===== config.mk =====
export PLATFORM = sky130hd
export DESIGN_NAME = exc_commit_unit
export DESIGN_NICKNAME = d
export VERILOG_FILES = /design/src/rtl/exc_commit_unit.sv
export SDC_FILE = /design/constraint.sdc
export NUM_CORES = 1
export LEC_CHECK = 0
export CORE_MARGIN = 8
export CORE_UTILIZATION = 41
export DETAILED_ROUTE_END_ITERATION = 7
export PLACE_DENSITY = 0.8
export SKIP_LAST_GASP = 1
export SLEW_MARGIN = 20
export SYNTH_ARGS = -nofsm -noshare
export SYNTH_HDL_FRONTEND = slang
export SYNTH_SLANG_ARGS = --single-unit

===== constraint.sdc =====
create_clock -name clk -period 3.4 [get_ports clk]
set_clock_uncertainty 0.15 [all_clocks]
set_input_delay 0.68 -clock clk [delete_from_list [all_inputs] [get_ports clk]]
set_output_delay 0.68 -clock clk [all_outputs]
set_load 0.01 [all_outputs]

===== src/rtl/exc_commit_unit.sv =====
// Exception/eret commit sequencer feeding CP0 at the MEM/WB boundary.
// Optional taken-exception counter enabled by EXC_CNT_EN.
module exc_commit_unit #(
  parameter logic [31:0] EXC_VECTOR   = 32'hBFC00380,
  parameter int unsigned FLUSH_CYCLES = 2
) (
  input  logic        clk,
  input  logic        rstn,
  input  logic        mem_valid,
  input  logic [31:0] mem_pc,
  input  logic        mem_is_ds,
  input  logic [31:0] mem_addr,
  input  logic        f_adel_if,
  input  logic        f_ri,
  input  logic        f_sys,
  input  logic        f_bp,
  input  logic        f_ov,
  input  logic        f_adel_mem,
  input  logic        f_ades_mem,
  input  logic        mem_eret,
  input  logic        cp0_interupt,
  input  logic        cp0_exl,
  input  logic [31:0] cp0_epc,
  output logic        exc_pulse,
  output logic [4:0]  exc_code,
  output logic [31:0] exc_epc,
  output logic        exc_bd,
  output logic [31:0] exc_badvaddr,
  output logic        eret_pulse,
  output logic        flush,
  output logic        redirect_valid,
  output logic [31:0] redirect_pc,
  output logic [31:0] exc_count
);

  typedef enum logic {
    IDLE  = 1'b0,
    FLUSH = 1'b1
  } state_e;

  localparam logic [2:0] CNT_INIT = 3'(FLUSH_CYCLES - 1);

  state_e      state_q, state_d;
  logic [2:0]  cnt_q, cnt_d;

  logic        live;
  logic        int_req;
  logic        sync_req;
  logic        exc_take;
  logic        eret_take;
  logic [4:0]  code_d;
  logic [31:0] bva_d;
  logic [31:0] epc_d;

  logic        exc_pulse_q;
  logic [4:0]  exc_code_q;
  logic [31:0] exc_epc_q;
  logic        exc_bd_q;
  logic [31:0] exc_bva_q;
  logic        eret_pulse_q;
  logic        redir_valid_q;
  logic [31:0] redir_pc_q;

  assign live      = mem_valid & (state_q == IDLE);
  assign int_req   = cp0_interupt & ~cp0_exl;
  assign sync_req  = f_adel_if | f_ri | f_sys | f_bp
                   | f_ov | f_adel_mem | f_ades_mem;
  assign exc_take  = live & (int_req | sync_req);
  assign eret_take = live & mem_eret & ~(int_req | sync_req);
  assign epc_d     = mem_is_ds ? (mem_pc - 32'd4) : mem_pc;

  always_comb begin
    code_d = 5'd0;
    bva_d  = 32'h0;
    priority case (1'b1)
      int_req:    code_d = 5'd0;
      f_adel_if: begin
        code_d = 5'd4;
        bva_d  = mem_pc;
      end
      f_ri:       code_d = 5'd10;
      f_sys:      code_d = 5'd8;
      f_bp:       code_d = 5'd9;
      f_ov:       code_d = 5'd12;
      f_adel_mem: begin
        code_d = 5'd4;
        bva_d  = mem_addr;
      end
      f_ades_mem: begin
        code_d = 5'd5;
        bva_d  = mem_addr;
      end
      default: begin
        code_d = 5'd0;
        bva_d  = 32'h0;
      end
    endcase
  end

  always_ff @(posedge clk or negedge rstn) begin
    if (!rstn) begin
      state_q <= IDLE;
      cnt_q   <= 3'd0;
    end else begin
      state_q <= state_d;
      cnt_q   <= cnt_d;
    end
  end

  always_comb begin
    state_d = state_q;
    cnt_d   = cnt_q;
    unique case (state_q)
      IDLE: begin
        if (exc_take | eret_take) begin
          state_d = FLUSH;
          cnt_d   = CNT_INIT;
        end
      end
      FLUSH: begin
        if (cnt_q == 3'd0) state_d = IDLE;
        else               cnt_d   = cnt_q - 3'd1;
      end
      default: state_d = IDLE;
    endcase
  end

  always_comb begin
    flush = 1'b0;
    if (state_q == FLUSH) flush = 1'b1;
  end

  // Strobes last one cycle; payload fields hold until the next commit.
  always_ff @(posedge clk or negedge rstn) begin
    if (!rstn) begin
      exc_pulse_q   <= 1'b0;
      exc_code_q    <= 5'd0;
      exc_epc_q     <= 32'h0;
      exc_bd_q      <= 1'b0;
      exc_bva_q     <= 32'h0;
      eret_pulse_q  <= 1'b0;
      redir_valid_q <= 1'b0;
      redir_pc_q    <= 32'h0;
    end else begin
      exc_pulse_q   <= exc_take;
      eret_pulse_q  <= eret_take;
      redir_valid_q <= exc_take | eret_take;
      if (exc_take) begin
        exc_code_q <= code_d;
        exc_epc_q  <= epc_d;
        exc_bd_q   <= mem_is_ds;
        exc_bva_q  <= bva_d;
        redir_pc_q <= EXC_VECTOR;
      end else if (eret_take) begin
        redir_pc_q <= cp0_epc;
      end
    end
  end

  assign exc_pulse      = exc_pulse_q;
  assign exc_code       = exc_code_q;
  assign exc_epc        = exc_epc_q;
  assign exc_bd         = exc_bd_q;
  assign exc_badvaddr   = exc_bva_q;
  assign eret_pulse     = eret_pulse_q;
  assign redirect_valid = redir_valid_q;
  assign redirect_pc    = redir_pc_q;

`ifdef EXC_CNT_EN
  logic [31:0] cnt_exc_q;

  always_ff @(posedge clk or negedge rstn) begin
    if (!rstn)            cnt_exc_q <= 32'h0;
    else if (exc_pulse_q) cnt_exc_q <= cnt_exc_q + 32'd1;
  end

  assign exc_count = cnt_exc_q;
`else
  assign exc_count = 32'h0;
`endif

endmodule


==> flow_metrics.tcl, run 1 <==
set metrics [dict create \
    slew_headroom_pct 53.9 \
    synth.distinct_cells 39 \
    crit_path_end_kind "register" \
    syn2layout_area_growth_pct 50.8 \
    final.period_utilization_pct 87.9 \
    grt_pass1_vias 5527 \
    gp_congestion 0.916 \
    place_inst 964 \
    hold_class "primary input to asynchronous set/reset pin" \
    yosysSeqAreaShare_pct 51.0 \
    ctsLongestPathBuffers 2 \
    via_per_inst 5.34 \
    finalHoldViolations 0 \
    grt_use_met3_pct 6.66 \
    critPathArrivalTime_ns 3.05 \
    p_seq_share_pct 36.8 \
    final_layout_size_suffix_gt1_share_pct 6.81 \
    num_io_pins 248 \
    antenna-diode-count 0 \
    ir_drop_v 0.000302 \
    startpoint_type "primary input" \
    port_buffers 214 \
    cp.required_ns 3.46 \
    fin_nets 916 \
    swShare_pct 33.7 \
    period_needed_ns 2.99 \
    clk_pin_slew_ns 0.07 \
    grt_max_degree 81 \
    route.antenna.remaining_nets 0 \
    clkPwrFrac_pct 19.7 \
    cts_setup_buffers 0 \
    syn_area_um2 5300 \
    antenna_found_initial 0 \
    overflow 0 \
    final-seq-area_um2 2700 \
    criticalPathCategory "primary input to register" \
    fillers 1068 \
    power_leakage_nw 3.27 \
    setup_tns_ns 0 \
    ctsResizeCount 0 \
    drc 0 \
    row_count 41 \
    die-area_um2 16800 \
    slew_viol_final 0 \
    power_density_nw_per_um2 728 \
    final_cells 980 \
    reg2reg_from "state_q" \
    cts_tree "yes" \
    avgSynthCellArea_um2 8.99 \
    top_usage_layer "met2" \
    max_freq_mhz 335 \
    cts_buffers 9 \
    rsz0062_at_grt "no" \
    htreeDepth 3 \
    r2r_slack_ns 1.34 \
    wl_per_cell_um 18.7 \
    cts_sinks 108 \
    drv_cap 0 \
    p_int_w 0.00385 \
    grt.met1_usage_pct 24.3 \
    core_area_um2 12600 \
    insertion_delay_ns 0.34 \
    worst_slew_pin_slew_ns 0.692 \
    cp-startpoint "f_ov" \
    setup_violations 0 \
    outcome "complete, no violations" \
    reg2regPathDepth 6 \
    grt_pass1_wl_um 28300 \
    syn_inst 589 \
    hpwl_um 13900 \
    root_buffer "clkbuf_16" \
    path_max_fanout 23 \
    wirelength_um 18400 \
    firstDrtPassIters 5 \
    die_h_um 130 \
    dr.first_iter.drc_count 421 \
    power.net_switching_w 0.00196 \
    start_util_pct 42.0 \
    p_comb_share_pct 43.5 \
    multiInputGateArea_um2 2280 \
    yosysWarnings 0 \
    vias 5237 \
    met2_usage_pct 37.0 \
    die_x_um 130 \
    r2r-end "exc_badvaddr[23]" \
    ys_seq_elements 108 \
    cts_hold_buf 0 \
    grt_usage_pct 21.4 \
]
==> how the worst max path moves through the flow <==
| stage | end | slack (ns) | depth (start not counted) |
|---|---|---|---|
| finish | exc_badvaddr[23] | 0.41 | 7 |
| global route | exc_badvaddr[23] | 0.31 | 7 |
| CTS | exc_badvaddr[23] | 0.45 | 7 |
| detailed placement | exc_badvaddr[23] | 0.08 | 7 |
| global placement | cnt_q[0] | 0.19 | 7 |
| floorplan | exc_epc[28] | 0.67 | 6 |
==> cell type report <==
type / instances / share of cell area, %
sequential: 108 / 33.9
tap: 172 / 2.70
clock inverter: 3 / 0.862
multi-input combinational: 432 / 28.6
inverter: 6 / 0.282
timing repair buffer: 246 / 30.4
clock buffer: 13 / 3.26
==> placed cells by master (no fill, tap or decap), types with 5 or more instances in the layout <==
cell,Yosys,routed
o21ai_0,51,51
inv_1,5,5
clkdlybuf4s50_1,0,213
buf_4,33,29
xnor2_1,11,11
nor4_1,15,15
clkbuf_16,0,9
o31ai_1,10,10
nand2_1,134,134
a21oi_1,25,25
a22oi_1,32,32
nand3_1,15,15
nor3_1,9,9
conb_1,1,33
a31oi_1,14,14
dfrtp_1,108,108
or4_1,19,19
nor2_1,25,25
==> synth_stat cells <==
| library cell | instances | share of area [%] |
|---|---|---|
| buf_1 | 2 | 0.14 |
| ha_1 | 3 | 0.71 |
| mux2_2 | 2 | 0.43 |
| nand2b_1 | 4 | 0.47 |
| a31oi_1 | 14 | 1.7 |
| inv_1 | 5 | 0.35 |
| nor3b_1 | 2 | 0.28 |
| o41ai_1 | 2 | 0.33 |
| nor4_1 | 15 | 1.8 |
| or4_1 | 19 | 2.7 |
| buf_4 | 33 | 4.7 |
| nor2b_1 | 2 | 0.24 |
| or2_2 | 2 | 0.24 |
| o21ai_0 | 51 | 4.8 |
| nor2_1 | 25 | 1.8 |
| xnor2_1 | 11 | 1.8 |
| o31ai_1 | 10 | 1.4 |
| nand3b_1 | 2 | 0.28 |
| or3_1 | 3 | 0.35 |
| and2_1 | 1 | 0.12 |
| a21oi_1 | 25 | 2.4 |
| nor3_1 | 9 | 0.85 |
| dfrtp_1 | 108 | 51 |
| o41ai_4 | 1 | 0.52 |
| xor2_1 | 2 | 0.33 |
| nor4b_1 | 2 | 0.33 |
| o21a_1 | 2 | 0.28 |
| or3b_1 | 1 | 0.17 |
| o22ai_1 | 2 | 0.24 |
| o21ai_1 | 1 | 0.094 |
| nand3_1 | 15 | 1.4 |
| nand2_1 | 134 | 9.5 |
| or3_4 | 1 | 0.21 |
| a22oi_1 | 32 | 4.5 |
| clkbuf_1 | 36 | 2.6 |
| conb_1 | 1 | 0.071 |
| buf_2 | 4 | 0.38 |
| inv_2 | 1 | 0.071 |
| nand4_1 | 4 | 0.47 |
==> power groups by stage <==
stage / clock [W] / sequential, W / combinational, W
2_1_floorplan: 0 / 0.00237 / 0.000753
3_3_place_gp: 0 / 0.00213 / 0.00249
3_5_place_dp: 0 / 0.00215 / 0.00255
4_1_cts: 0.00116 / 0.00214 / 0.00256
5_1_grt: 0.00121 / 0.00220 / 0.00275
6_report: 0.00115 / 0.00214 / 0.00253
==> critical path, cell delays in order <==
cell	delay, ns
clkdlybuf4s50_1	0.47
or4_1	0.62
o41ai_4	0.46
inv_2	0.23
nand2_1	0.15
buf_4	0.27
o21ai_0	0.16
==> state kept, by name, indices dropped and copies added (netlist names) <==
register and cells:
exc_bd 1, redirect_pc 32, cnt_q 3, exc_pulse 1, exc_badvaddr 32, exc_code 4
exc_epc 32, eret_pulse 1, state_q 1, redirect_valid 1
==> logic make-up after synthesis <==
logic type	synth area share [%]
compound gates	16.3
xor+xnor	2.15
fa+ha+maj	0.709
buf+inv	8.18
flops	51.0
mux	0.425
other cells	0.0708
simple gates	21.2
==> through the flow <==
stage	hold WS [ns]	util [%]	total power (W)	cell area, um2	setup WS, ns
2_1_floorplan	0.234	-	0.00312	5420	0.668
3_3_place_gp	0.311	60.7	0.00462	7650	0.187
3_5_place_dp	0.319	60.7	0.00471	7650	0.0765
4_1_cts	0.247	63.3	0.00586	7980	0.450
5_1_grt	0.272	63.3	0.00616	7980	0.309
6_report	0.221	63.3	0.00581	7980	0.411
==> per-layer routing <==
metal	wire [um]	vias to the layer above
met2	9020	258
met4	398	0
met1	7030	2522
li1	-	2428
met5	0	-
met3	1910	29
(Power assumes the default switching activity.)
==> run 2: changes to the inputs <==
ABC_AREA = 1   (was unset)
CORE_MARGIN = unset   (was 8)
CORE_UTILIZATION = 45   (was 41)
PLACE_DENSITY = 0.84   (was 0.8)
==> flow_metrics.tcl, run 2 <==
set metrics [dict create \
    synth_xor_area_share_pct 1.94 \
    root_buffer "clkbuf_16" \
    drv_cap 0 \
    cts_sinks 108 \
    htreeDepth 3 \
    power_density_nw_per_um2 696 \
    yosysMostFrequentCell "nand2_1" \
    criticalPathCategory "primary input to register" \
    syn_area_um2 5880 \
    dr.first_iter.drc_count 362 \
    cts_setup_buffers 0 \
    synth_compound_area_share_pct 10.3 \
    die-area_um2 13500 \
    die_x_um 116 \
    drc 0 \
    cp.required_ns 3.54 \
    period_needed_ns 2.54 \
    clk_pin_slew_ns 0.07 \
    synth_simple_gate_area_share_pct 28.0 \
    core_area_um2 12700 \
    synth_enable_flop_cells 0 \
    cp-startpoint "f_adel_if" \
    synth-async-reset-ratio_pct 100 \
    synth.area.top_cells "dfrtp_1 (46%), nand2_1 (15%), nand3_1 (5.5%)" \
    startpoint_type "primary input" \
    synthTopCellsByCount "nand2_1 (235), dfrtp_1 (108), inv_1 (80)" \
    final_layout_size_suffix_gt1_share_pct 7.75 \
    path_max_fanout 48 \
    synth_top_area_share_pct 46.0 \
    max_freq_mhz 393 \
    start_util_pct 46.4 \
    p_total_w 0.00578 \
    synth.area.mux_share_pct 0 \
    critPathArrivalTime_ns 2.68 \
    insertion_delay_ns 0.34 \
    synth.largest_area_cell "dfrtp_1" \
    worst_slack_ns 0.857 \
    place_area_um2 8000 \
    final.period_utilization_pct 74.8 \
    yosysSeqAreaShare_pct 46.0 \
    slew_viol_final 0 \
    route.antenna.remaining_nets 0 \
    port_buffers 214 \
    wl_per_cell_um 14.7 \
    wirelength_um 16600 \
    synth.distinct_cells 28 \
    via_per_inst 4.88 \
    syn2layout_area_growth_pct 41.3 \
    firstDrtPassIters 5 \
    vias 5505 \
    antenna_found_initial 0 \
    gp_congestion 0.878 \
    ir_drop_v 0.000347 \
    r2r-end "exc_epc[27]" \
    grt_pass1_vias 5214 \
    grt_pass1_wl_um 26100 \
    overflow 0 \
    fin_area_um2 8300 \
    die_h_um 116 \
    slew_headroom_pct 31.2 \
    power_leakage_nw 3.97 \
    row_count 41 \
    rsz0062_at_grt "no" \
    antenna-diode-count 0 \
    hpwl_um 12300 \
    grt_max_degree 67 \
    syn_inst 750 \
    outcome "complete, no violations" \
    reg2reg_from "state_q" \
    finalHoldViolations 0 \
    yosysWarnings 0 \
    ys_seq_elements 108 \
    num_io_pins 248 \
    worst_slew_pin_slew_ns 1.03 \
    cts_buffers 9 \
    ctsResizeCount 0 \
    reg2regPathDepth 5 \
    hold_class "primary input to asynchronous set/reset pin" \
    layout.cells.most_common_list "nand2_1 (235), clkdlybuf4s50_1 (213), dfrtp_1 (108), inv_1 (80), nand3_1 (64)" \
    ctsLongestPathBuffers 2 \
    r2r_slack_ns 1.43 \
    layout_commonest_cell "nand2_1" \
    fin_nets 1063 \
    setup_tns_ns 0 \
    ys.flop_type "dfrtp_1" \
    crit_path_end_kind "register" \
    setup_violations 0 \
    synth_top_family_by_area "simple AND/OR/NAND/NOR gates" \
    fillers 1091 \
    pre_cts_slack_ns 0.458 \
    cts_hold_buf 0 \
    synth-adder-area-share_pct 0.639 \
    cts_tree "yes" \
    avgSynthCellArea_um2 7.83 \
    grt_usage_pct 25.4 \
]
-- run 2: cell types whose count changed after synthesis, moves of 24 or more --
cell      previous run  this run
nand2_1            134       235
o21ai_0             51        27
nand3_1             15        64
o22ai_1              2        29
inv_1                5        80
a22oi_1             32         0
clkbuf_1            36         7
-- run 2: layer usage --
metal / global-route usage [%] / vias up / wire, um
li1: - / 2698 / -
met1: 32.1 / 2557 / 6960
met2: 41.6 / 228 / 7790
met3: 7.16 / 22 / 1530
met4: 9.06 / 0 / 323
met5: 0 / - / 0
-- run 2: cells by family (layout without fill, tap and decap cells) --
logic type	Yosys count	after routing
AO/OA/AOI/OAI	99	99
adder cells (fa/ha/maj)	3	3
buffers and inverters	150	323
other	1	33
XOR/XNOR	13	13
AND/OR/NAND/NOR	376	376
flip-flops	108	108
-- run 2: layout make-up --
class | count | area, um2 | area share (%)
clock buffer | 16 | 302 | 3.63
inverter | 84 | 315 | 3.80
multi-input combinational | 524 | 2520 | 30.4
sequential | 108 | 2700 | 32.5
tap | 172 | 215 | 2.59
timing repair buffer | 223 | 2240 | 27.0
-- run 2: critical path: stages --
cell	delay, ns
clkdlybuf4s50_1	0.67
nor2_4	0.10
nand3b_4	0.11
nand2_4	0.08
inv_2	0.74
nand3_1	0.18
nand2_1	0.09
-- run 2: stage by stage --
| stage | instances | hold slack [ns] | util (%) |
|---|---|---|---|
| 2_1_floorplan | 782 | 0.234 | - |
| 3_3_place_gp | 1111 | 0.312 | 63.2 |
| 3_5_place_dp | 1111 | 0.314 | 63.2 |
| 4_1_cts | 1127 | 0.192 | 65.5 |
| 5_1_grt | 1127 | 0.220 | 65.5 |
| 6_report | 1127 | 0.177 | 65.5 |
-- run 2: how the worst max path moves through the flow --
stage                             end  slack [ns]  depth (start not counted)
final                     exc_epc[27]        0.86                          7
after global placement    exc_epc[28]        0.51                          7
after global routing      exc_epc[30]        0.73                          7
after detailed placement  exc_epc[27]        0.46                          7
after CTS                 exc_epc[27]        0.84                          7
after floorplan           exc_epc[28]        1.50                         11
-- run 2: report_power, final --
| group | switching [W] | internal, W | total [W] | leakage [nW] |
|---|---|---|---|---|
| clock network | 0.000457 | 0.000599 | 0.00106 | 0.149 |
| registers | 0.000319 | 0.00183 | 0.00215 | 1.38 |
| logic | 0.00121 | 0.00136 | 0.00257 | 2.44 |
| total | 0.00198 | 0.00379 | 0.00578 | 3.97 |
==> run 3: changes to the inputs <==
CORE_UTILIZATION = 43   (was 45)
PLACE_DENSITY = 0.81   (was 0.84)
clock period = 2.35 ns   (was 3.4 ns; I/O delays follow)
==> flow_metrics.tcl, run 3 (synthesized netlist as in run 2, its figures left out) <==
set metrics [dict create \
    clk_pin_slew_ns 0.07 \
    cp.required_ns 2.48 \
    critical_path.slowest_cell "nor2_4" \
    wirelength_um 17300 \
    cts_hold_buf 1 \
    power_leakage_nw 4.07 \
    clkPwrFrac_pct 18.1 \
    setup_tns_ns 0 \
    critPathArrivalTime_ns 2.22 \
    layout.cells.most_common_list "nand2_1 (235), clkdlybuf4s50_1 (213), dfrtp_1 (108), inv_1 (80), nand3_1 (64)" \
    grt_max_degree 83 \
    hold_end "exc_badvaddr[27]" \
    max_freq_mhz 480 \
    row_count 42 \
    crit_path_end_kind "register" \
    slew_viol_final 0 \
    cts_buffers 9 \
    root_buffer "clkbuf_16" \
    hpwl_um 12900 \
    cts_sinks 108 \
    p_comb_share_pct 44.9 \
    ir_drop_v 0.000522 \
    gp_congestion 0.905 \
    grt_pass1_vias 5549 \
    setup_violations 0 \
    startpoint_type "primary input" \
    period_needed_ns 2.08 \
    worst_slack_ns 0.266 \
    reg2regPathDepth 5 \
    finalHoldViolations 0 \
    cts_setup_buffers 0 \
    criticalPathCategory "primary input to register" \
    fillers 1134 \
    htreeDepth 3 \
    cp_top_family "simple AND/OR/NAND/NOR gates" \
    slowest_delay_ns 0.61 \
    swShare_pct 34.4 \
    power_density_nw_per_um2 998 \
    route.antenna.remaining_nets 0 \
    reg2reg_from "state_q" \
    firstDrtPassIters 7 \
    via_per_inst 4.90 \
    drc 0 \
    overflow 0 \
    worstPathCellList "clkdlybuf4s50_1 > buf_4 > nor2_4 > nand3b_4 > nand2_4 > nor2_4 > nand2_1 > nand2_1" \
    grt_usage_pct 25.4 \
    die_h_um 119 \
    path_max_fanout 33 \
    port_buffers 214 \
    ctsLongestPathBuffers 2 \
    final_layout_size_suffix_gt1_share_pct 9.27 \
    layout_commonest_cell "nand2_1" \
    critPathBufInv 2 \
    worst_slew_pin_slew_ns 0.786 \
    hold_class "register to register" \
    core_area_um2 13300 \
    pre_cts_slack_ns -0.106 \
    p_seq_share_pct 37.0 \
    hold_depth 2 \
    syn2layout_area_growth_pct 44.0 \
    fin_area_um2 8460 \
    utilization_pct 63.6 \
    grt_pass1_wl_um 28000 \
    slew_headroom_pct 47.5 \
    dr.first_iter.drc_count 339 \
    rsz0062_at_grt "no" \
    place_inst 1132 \
    die-area_um2 14100 \
    final_cells 1147 \
    cts_tree "yes" \
    drv_cap 0 \
    insertion_delay_ns 0.35 \
    p_int_w 0.00554 \
    antenna-diode-count 0 \
    die_x_um 119 \
    power.net_switching_w 0.00290 \
    vias 5619 \
    num_io_pins 248 \
    fin_nets 1081 \
    wl_per_cell_um 15.1 \
    ctsResizeCount 0 \
    place_area_um2 8160 \
    antenna_found_initial 0 \
    final.period_utilization_pct 88.7 \
    r2r-end "exc_badvaddr[19]" \
    start_util_pct 44.2 \
    r2r_slack_ns 0.56 \
    outcome "complete, no violations" \
    worst_hold_startpoint "exc_badvaddr[27]" \
]
## run 3: routing by layer
layer	global-route usage [%]	wire [um]	share of wire (%)
met5	0	0	0
met4	8.15	295	1.7
met3	7.23	1480	8.5
met1	31.0	7080	41
met2	43.2	8470	49
## run 3: per-stage QoR
stage               hold WS, ns  power (W)
global route              0.359    0.00898
global placement          0.285    0.00686
finish                    0.331    0.00844
floorplan                0.0244    0.00479
detailed placement        0.287    0.00694
CTS                       0.333    0.00852
## run 3: worst reg2reg max path, stage by stage (launching register included)
cell     delay [ns]
dfrtp_1        0.41
nor2_2         0.20
nand2_4        0.11
nor2_4         0.61
nand2_1        0.15
nand2_1        0.09
## run 3: power by group through the flow
stage	sequential [W]	clock (W)	combinational (W)
global placement	0.00312	0	0.00373
finish	0.00312	0.00153	0.00379
floorplan	0.00344	0	0.00135
CTS	0.00312	0.00156	0.00383
global route	0.00321	0.00164	0.00413
detailed placement	0.00313	0	0.00381
## run 3: worst max-delay path by stage
stage,cells past startpoint,start,endpoint
floorplan,11,mem_pc[2],exc_epc[28]
global placement,9,cp0_interupt,exc_badvaddr[26]
detailed placement,9,cp0_interupt,exc_badvaddr[16]
CTS,9,cp0_interupt,exc_badvaddr[19]
global route,9,cp0_interupt,exc_badvaddr[16]
finish,8,f_adel_if,exc_badvaddr[19]
## run 3: area by class of cell
cell class	instances	area, um2	share of cell area [%]
Clock inverter	2	35.0	0.414
Clock buffer	12	256	3.03
Inverter	84	315	3.73
Sequential cell	108	2700	31.9
Timing Repair Buffer	241	2410	28.4
Multi-Input combinational cell	524	2520	29.8
Tap cell	176	220	2.60
